[src/rtl/mux_scan_serializer_pkg.sv]
// Shared types and constants for the 8-bit parallel-to-serial front end.
// The select start/end values depend only on the shift direction.
package mux_scan_serializer_pkg;

    localparam int SEL_W  = 3;
    localparam int DATA_W = 8;

    typedef enum logic {
        IDLE  = 1'b0,
        SHIFT = 1'b1
    } state_t;

    function automatic logic [SEL_W-1:0] sel_start(input bit lsb_first);
        return lsb_first ? 3'd0 : 3'd7;
    endfunction

    function automatic logic [SEL_W-1:0] sel_end(input bit lsb_first);
        return lsb_first ? 3'd7 : 3'd0;
    endfunction

endpackage

[src/rtl/mux8_1cond.sv]
// Case-statement 8:1 bit multiplexer: F = A[Sel].
module mux8_1cond
    import mux_scan_serializer_pkg::*;
(
    input  logic [DATA_W-1:0] A,
    input  logic [SEL_W-1:0]  Sel,
    output logic              F
);

    always_comb begin
        F = 1'b0;
        case (Sel)
            3'd0: F = A[0];
            3'd1: F = A[1];
            3'd2: F = A[2];
            3'd3: F = A[3];
            3'd4: F = A[4];
            3'd5: F = A[5];
            3'd6: F = A[6];
            3'd7: F = A[7];
            default: F = 1'b0;
        endcase
    end

endmodule

[src/rtl/mux_scan_serializer.sv]
// Latches an 8-bit word and walks the mux select through all eight bits,
// one per downstream beat, reloading on the final beat so words stream back to back.
module mux_scan_serializer
    import mux_scan_serializer_pkg::*;
#(
    parameter bit LSB_FIRST = 1'b1
) (
    input  logic              clk,
    input  logic              rst,
    input  logic              in_valid,
    output logic              in_ready,
    input  logic [DATA_W-1:0] Din,
    output logic [SEL_W-1:0]  Sel,
    output logic              F,
    output logic              out_valid,
    input  logic              out_ready,
    output logic              last
);

    localparam logic [SEL_W-1:0] SEL_START = sel_start(LSB_FIRST);
    localparam logic [SEL_W-1:0] SEL_END   = sel_end(LSB_FIRST);

    state_t              state_q, state_d;
    logic [DATA_W-1:0]   a_q, a_d;
    logic [SEL_W-1:0]    sel_q, sel_d;
    logic                accept;
    logic                beat;

    // Handshake outputs are gated by rst so nothing is offered while reset is held.
    always_comb begin
        out_valid = (state_q == SHIFT) && !rst;
        last      = out_valid && (sel_q == SEL_END);
        in_ready  = !rst && ((state_q == IDLE) || (last && out_ready));
        accept    = in_valid && in_ready;
        beat      = out_valid && out_ready;
    end

    always_comb begin
        state_d = state_q;
        a_d     = a_q;
        sel_d   = sel_q;
        if (accept) begin
            a_d     = Din;
            sel_d   = SEL_START;
            state_d = SHIFT;
        end else if (beat) begin
            if (!last) begin
                sel_d = LSB_FIRST ? (sel_q + 3'd1) : (sel_q - 3'd1);
            end else begin
                state_d = IDLE;
            end
        end
    end

    always_ff @(posedge clk) begin
        if (rst) begin
            state_q <= IDLE;
            a_q     <= '0;
            sel_q   <= '0;
        end else begin
            state_q <= state_d;
            a_q     <= a_d;
            sel_q   <= sel_d;
        end
    end

    assign Sel = sel_q;

    mux8_1cond u_mux (
        .A   (a_q),
        .Sel (sel_q),
        .F   (F)
    );

endmodule

[config.mk]
export PLATFORM = sky130hd
export DESIGN_NAME = mux_scan_serializer
export DESIGN_NICKNAME = d
export VERILOG_FILES = /design/src/rtl/mux_scan_serializer_pkg.sv /design/src/rtl/mux8_1cond.sv /design/src/rtl/mux_scan_serializer.sv
export SDC_FILE = /design/constraint.sdc
export NUM_CORES = 1
export LEC_CHECK = 0
export ABC_AREA = 1
export CORE_AREA = 2 2 39 41
export CTS_BUF_LIST = sky130_fd_sc_hd__clkbuf_8
export DETAILED_ROUTE_END_ITERATION = 7
export DIE_AREA = 0 0 41 43
export PLACE_DENSITY_LB_ADDON = 0.25
export RECOVER_POWER = 100
export SLEW_MARGIN = 20
export SYNTH_ARGS = -nofsm -noshare
export SYNTH_HDL_FRONTEND = slang
export SYNTH_HIERARCHICAL = 1
export SYNTH_SLANG_ARGS = --single-unit
[constraint.sdc]
create_clock -name clk -period 1.7 [get_ports clk]
set_input_delay 0.34 -clock clk [delete_from_list [all_inputs] [get_ports clk]]
set_output_delay 0.34 -clock clk [all_outputs]
set_load 0.01 [all_outputs]
==> flow_summary.yaml, run 1 <==
floorplanning:
  pin_count: 19
  placeableCoreArea_sq_um: 1380
  floorplan.die.width_um: 41
  die_y_um: 43
  design.die.area_sq_um: 1760
  initial_core_util_pct: 42.9
  num_rows: 14
clock_network:
  clk_root_buffer_cell: "sky130_fd_sc_hd__clkbuf_8"
  numClockSinks: 12
  reg_clk_slew_reported_paths_ns: 0.05
  tritoncts: "yes"
  cts_made_buffers: 3
  cts_buffer_depth: 2
  htree_num_levels: 1
  worst_skew_pair.late_latency_ns: 0.24
yosys:
  mappedNetlistNets: 96
  yosys_warnings: 6
  synth_most_common_cell: "sky130_fd_sc_hd__nand3_1"
  synth_async_reset_ratio_pct: 0
  leading_post_synthesis_cells_by_cell_area: "sky130_fd_sc_hd__dfxtp_1, sky130_fd_sc_hd__nand3_1, sky130_fd_sc_hd__nand2_1"
  synth.top_cells.by_count: "sky130_fd_sc_hd__nand3_1, sky130_fd_sc_hd__nand2_1, sky130_fd_sc_hd__dfxtp_1, sky130_fd_sc_hd__inv_1, sky130_fd_sc_hd__nor2_1"
  synth_seq_area_share_pct: 40.5
  synth_edf_count: 0
  synthDominantAreaCellType: "sky130_fd_sc_hd__dfxtp_1"
  synthDominantCellAreaShare_pct: 40.5
  ys_dominant_reg_cell: "sky130_fd_sc_hd__dfxtp_1"
  synth_register_bits: 12
  postSynthAreaPerCell_sq_um: 7.23
  mappedNetlistArea_sq_um: 593
  ys_types: 18
  synthesis.instances: 82
routing:
  drt-vias-per-instance: 5.12
  post_drt_wl_per_cell_um: 11.0
  routed_wire_length_um: 1380
  detailedRoute.firstPassIterationCount: 4
  antenna_left: 0
  drc_errors: 0
  vias: 640
  drt_iter0_drc: 15
worst_setup_path:
  critPathCaptureType: "primary output"
  crit_required_ns: 1.36
  worstPathBufferInverterCount: 2
  worstPathArrival_ns: 1.34
  criticalPathCategory: "input pin to primary output"
  worst_setup_path_start_kind: "input pin"
  timing.critical_path.fanout_max: 2
  crit_chain: "clkdlybuf4s50_1 > nand4_4 > a21oi_2 > buf_2"
  cp_top_family: "buffers and inverters"
  slowest_stage: "sky130_fd_sc_hd__clkdlybuf4s50_1"
  slowest_delay_ns: 0.53
placed_design:
  placement.io_buffers: 18
  hpwl_um: 1030
  placed_cells: 121
  gp_congestion: 0.710
grt:
  grt_start_max_net_pins: 11
  global_route.overflow_total: 0
  track_usage_pct: 19.2
  via_count_of_the_first_global_routing_pass: 562
  antenna_found_initial: 0
  grt_first_pass_wirelength_um: 2240
sta:
  skew_ns: 0.00385
  period_needed_ns: 1.68
  hold_fails_final_rpt: 0
  worst_slew_pin_slew_ns: 0.368
  report.final.slew_viol_count: 0
  slew_headroom_pct: 75.4
  fin_worst_hold_slack_ns: 0.467
  timing.fmax_mhz: 595
  post-route-period-util_pct: 98.8
  setup_viol: 0
min_path:
  min_path_type: "flip-flop to flip-flop"
pwr:
  peakVddDrop_uv: 402
  powerDensity_nw_per_um2: 786
  cellLeakagePower_uw: 0.000391
status:
  outcome: "complete, no violations"
final_layout:
  post_route_cells_drive_above_1_share_pct: 20.2
  final_cell_count_without_fillers: 125
  area_growth_syn_to_layout_pct: 54.9
  fillers: 114
  fin_nets: 124
  insertedDiodeCount: 0
run:
  max_cap_violations: 0
cells in the final DEF (no fill, tap or decap), drive strengths merged:
cell type and count:
a21oi 2, buf 8, clkbuf 5, clkdlybuf4s15 1, clkdlybuf4s25 1, clkdlybuf4s50 13, dfxtp 12, dlymetal6s2s 1
ha 2, inv 10, nand2 21, nand3 24, nand4 1, nor2 4, nor3 1, o21ai 2
xor2 1
kinds of logic after synthesis:
logic type	after synthesis	synth area share (%)
buffers and inverters	12	8.23
flip-flops	12	40.5
adder cells (fa/ha/maj)	2	4.22
XOR/XNOR	1	1.48
AO/OA/AOI/OAI	4	4.01
AND/OR/NAND/NOR	51	41.6
through the flow:
step	power (uW)	setup TNS (ns)	instance area, sq um	setup WS [ns]	util (%)
after global placement	413	-0.865	835	-0.346	60.3
final	721	0	918	0.0204	66.4
after floorplan	360	0	593	0.0735	-
after global routing	751	-0.000356	918	-0.000356	66.4
after CTS	728	-0.137	886	-0.137	64.0
after detailed placement	416	-0.947	835	-0.368	60.3
worst register-to-register path, stage by stage (launching register included):
cell                      delay (ns)
sky130_fd_sc_hd__dfxtp_2        0.35
sky130_fd_sc_hd__ha_4           0.15
sky130_fd_sc_hd__ha_4           0.14
sky130_fd_sc_hd__nand4_4        0.07
sky130_fd_sc_hd__nand2_1        0.09
sky130_fd_sc_hd__nand3_1        0.28
sky130_fd_sc_hd__nand2_1        0.21
sky130_fd_sc_hd__nor2_1         0.07
per-layer routing:
| layer | share of wire, % | up-vias | wire length [um] | global-route usage [%] |
|---|---|---|---|---|
| met1 | 44 | 296 | 607 | 23.4 |
| met2 | 49 | 16 | 682 | 28.7 |
| met3 | 4.4 | 4 | 61 | 4.71 |
| met4 | 2.0 | 0 | 27 | 12.0 |
| li1 | - | 324 | - | - |
| met5 | 0 | - | 0 | 0 |
flip-flops by register name, indices dropped and copies added (netlist names):
register / count
Sel: 3
a_q: 8
state_q: 1
power by group:
part | leakage, uW | total [uW] | internal (uW) | switching [uW]
Sequential | 0.0000995 | 310 | 299 | 10.9
Combinational | 0.000263 | 98.2 | 51.5 | 46.7
Clock | 0.0000288 | 314 | 205 | 109
Total | 0.000391 | 721 | 555 | 166
timing repair:
action                                  in CTS  in global routing
endpoints found under the setup margin       4                  4
cloned                                       0                  0
hold buffers                                 0                  0
buffers inserted                             0                  0
pin swaps                                    0                  3
gates resized for setup                     10                 12
path summary, 6_finish.rpt:
path / to / cells after the start / from / slack, ns
worst max-delay path: in_ready / 4 / out_ready / 0.02
worst min-delay path: a_q[4]$_SDFFE_PP0P_ / 2 / a_q[4]$_SDFFE_PP0P_ / 0.47
worst max register to register: Sel[1]$_SDFFE_PP0P_ / 7 / Sel[1]$_SDFFE_PP0P_ / 0.22
worst min register to register: a_q[4]$_SDFFE_PP0P_ / 2 / a_q[4]$_SDFFE_PP0P_ / 0.47
cell type report:
type	count	area, sq um	area share, %
tap	16	20.0	2.18
inverter	10	37.5	4.09
sequential	12	243	26.4
timing repair buffer	25	228	24.8
clock buffer	4	55.1	5.99
multi-input combinational	58	335	36.5
No activity file was read; power rests on OpenSTA's default activity.
==> run 2: changes to the inputs <==
--- a/config.mk
+++ b/config.mk
@@ -6,6 +6,7 @@
 export NUM_CORES = 1
 export LEC_CHECK = 0
 export ABC_AREA = 1
+export CAP_MARGIN = 30
 export CORE_AREA = 2 2 39 41
 export CTS_BUF_LIST = sky130_fd_sc_hd__clkbuf_8
 export DETAILED_ROUTE_END_ITERATION = 7
==> results of run 2 <==
No change in the layout: final DEF, timing and power equal those of run 1.
==> run 3: changes to the inputs <==
--- a/config.mk
+++ b/config.mk
@@ -7,10 +7,11 @@
 export LEC_CHECK = 0
 export ABC_AREA = 1
 export CAP_MARGIN = 30
-export CORE_AREA = 2 2 39 41
+export CORE_ASPECT_RATIO = 1.5
+export CORE_MARGIN = 2
+export CORE_UTILIZATION = 25
 export CTS_BUF_LIST = sky130_fd_sc_hd__clkbuf_8
 export DETAILED_ROUTE_END_ITERATION = 7
-export DIE_AREA = 0 0 41 43
 export PLACE_DENSITY_LB_ADDON = 0.25
 export RECOVER_POWER = 100
 export SLEW_MARGIN = 20
==> constraint.sdc (replaced) <==
create_clock -name clk -period 2.1 [get_ports clk]
set_input_delay 0.42 -clock clk [delete_from_list [all_inputs] [get_ports clk]]
set_output_delay 0.42 -clock clk [all_outputs]
set_load 0.01 [all_outputs]
==> flow_summary.yaml, run 3 (same netlist as run 1, synthesis figures left out) <==
sta:
  timing.fmax_mhz: 510
  worst_slew_pin_slew_ns: 0.358
  setup_viol: 0
  skew_ns: 0.000968
  period_needed_ns: 1.96
  hold_fails_final_rpt: 0
  unrepaired_setup_endpoints_after_global_routing: "false"
  report.final.slew_viol_count: 0
  post-route-period-util_pct: 93.4
  slew_headroom_pct: 76.1
worst_setup_path:
  worst-r2r-cell-count: 7
  critical_path.reg2reg.startpoint: "Sel[1]$_SDFFE_PP0P_"
  crit_required_ns: 1.68
  worstPathArrival_ns: 1.54
  critPathLaunch: "out_ready"
  slowest_delay_ns: 0.51
  rr_endpoint: "Sel[1]$_SDFFE_PP0P_"
  criticalPathCategory: "input pin to primary output"
  rrSetupSlack_ns: 0.55
  crit_chain: "clkdlybuf4s50_1 > nand4_2 > a21oi_2 > dlygate4sd2_1"
  slowest_stage: "sky130_fd_sc_hd__clkdlybuf4s50_1"
  timing.critical_path.fanout_max: 2
  critPathCaptureType: "primary output"
  worst_setup_path_endpoint: "in_ready"
  worst_setup_path_start_kind: "input pin"
floorplanning:
  design.die.area_sq_um: 2790
  num_rows: 21
  placeableCoreArea_sq_um: 2230
  die_y_um: 63.7
  pin_count: 19
  floorplan.die.width_um: 43.8
  initial_core_util_pct: 26.6
final_layout:
  layout.cells.most_common_list: "sky130_fd_sc_hd__nand3_1, sky130_fd_sc_hd__nand2_1, sky130_fd_sc_hd__dfxtp_1"
  largest_register_ffs: 8
  top_register: "a_q"
  final_cell_count_without_fillers: 132
  fin_nets: 124
  insertedDiodeCount: 0
  area_growth_syn_to_layout_pct: 49.2
  fillers: 250
  final_common_cell: "sky130_fd_sc_hd__nand3_1"
  post_route_cells_drive_above_1_share_pct: 13.8
grt:
  grt_start_max_net_pins: 11
  antenna_found_initial: 0
  grt_first_pass_wirelength_um: 2330
  global_route.overflow_total: 0
  via_count_of_the_first_global_routing_pass: 546
  track_usage_pct: 11.1
routing:
  antenna_left: 0
  drt_iter0_drc: 9
  detailedRoute.firstPassIterationCount: 4
  drc_errors: 0
  post_drt_wl_per_cell_um: 10.1
  drt-vias-per-instance: 4.66
  vias: 615
  routed_wire_length_um: 1340
clock_network:
  reg_clk_slew_reported_paths_ns: 0.05
  htree_num_levels: 1
  cts_buffer_depth: 2
  worst_skew_pair.late_latency_ns: 0.24
  cts_made_buffers: 3
  cts_hold_buf: 0
  clk_root_buffer_cell: "sky130_fd_sc_hd__clkbuf_8"
  tritoncts: "yes"
  cts_setup_buffers: 0
  numClockSinks: 12
pwr:
  powerDensity_nw_per_um2: 652
  peakVddDrop_uv: 394
  cellLeakagePower_uw: 0.000416
  tot_pwr_uw: 577
min_path:
  min_path_type: "flip-flop to flip-flop"
run:
  max_cap_violations: 0
placed_design:
  hpwl_um: 1030
  placement.io_buffers: 18
  placed_cells: 128
  gp_congestion: 0.732
status:
  outcome: "complete, no violations"
-- run 3: cell types whose count changed in the layout (fill, tap and decap cells not counted), moves of 2 or more --
cell,delta
sky130_fd_sc_hd__clkdlybuf4s50_1,-2
sky130_fd_sc_hd__ha_4,-2
sky130_fd_sc_hd__ha_1,+2
sky130_fd_sc_hd__dlygate4sd3_1,+3
sky130_fd_sc_hd__dfxtp_1,+2
sky130_fd_sc_hd__dfxtp_2,-2
sky130_fd_sc_hd__dlygate4sd2_1,+2
-- run 3: worst min-delay path by stage --
stage                        start  cells after the start             endpoint
2_1_floorplan  a_q[0]$_SDFFE_PP0P_                      2  a_q[0]$_SDFFE_PP0P_
3_3_place_gp   a_q[4]$_SDFFE_PP0P_                      2  a_q[4]$_SDFFE_PP0P_
3_5_place_dp   a_q[0]$_SDFFE_PP0P_                      2  a_q[0]$_SDFFE_PP0P_
4_1_cts        a_q[0]$_SDFFE_PP0P_                      2  a_q[0]$_SDFFE_PP0P_
5_1_grt        a_q[5]$_SDFFE_PP0P_                      2  a_q[5]$_SDFFE_PP0P_
6_report       a_q[0]$_SDFFE_PP0P_                      2  a_q[0]$_SDFFE_PP0P_
-- run 3: power by group --
group	switching, uW	leakage, uW	internal (uW)
Sequential	7.57	0.0000985	242
Combinational	37.7	0.000289	41.2
Clock	83.2	0.0000288	166
Total	128	0.000416	448
-- run 3: metrics by stage --
step | hold WS (ns) | setup slack (ns) | util [%] | TNS [ns] | area, sq um
after global routing | 0.490 | 0.0325 | 39.6 | 0 | 885
after CTS | 0.467 | 0.0173 | 40.1 | 0 | 896
after floorplan | 0.446 | 0.394 | - | 0 | 593
after detailed placement | 0.460 | -0.140 | 37.8 | -0.218 | 843
final | 0.464 | 0.138 | 39.6 | 0 | 885
after global placement | 0.457 | -0.147 | 37.8 | -0.221 | 843
-- run 3: area by class of cell --
class	instances	area [sq um]	area share, %
Multi-Input combinational cell	58	297	33.5
Inverter	10	37.5	4.24
Tap cell	23	28.8	3.25
Clock buffer	4	55.1	6.22
Timing Repair Buffer	25	226	25.6
Sequential cell	12	240	27.2
-- run 3: per-layer routing --
metal / GRT usage [%] / vias up / part of all wire, %
met5: 0 / - / 0
met3: 2.58 / 2 / 4.3
met2: 16.7 / 12 / 50
li1: - / 328 / -
met4: 6.82 / 0 / 1.4
met1: 13.8 / 273 / 44
-- run 3: repair_timing --
action / in CTS / in global routing
setup endpoints to repair: 2 / 2
resized for setup: 2 / 2
pin swaps: 0 / 0
-- run 3: worst max-delay path, delay by kind of cell --
| kind | cells | cell delay, ns |
|---|---|---|
| buffers and inverters | 2 | 0.80 |
| AND/OR/NAND/NOR | 1 | 0.13 |
| AO/OA/AOI/OAI | 1 | 0.20 |
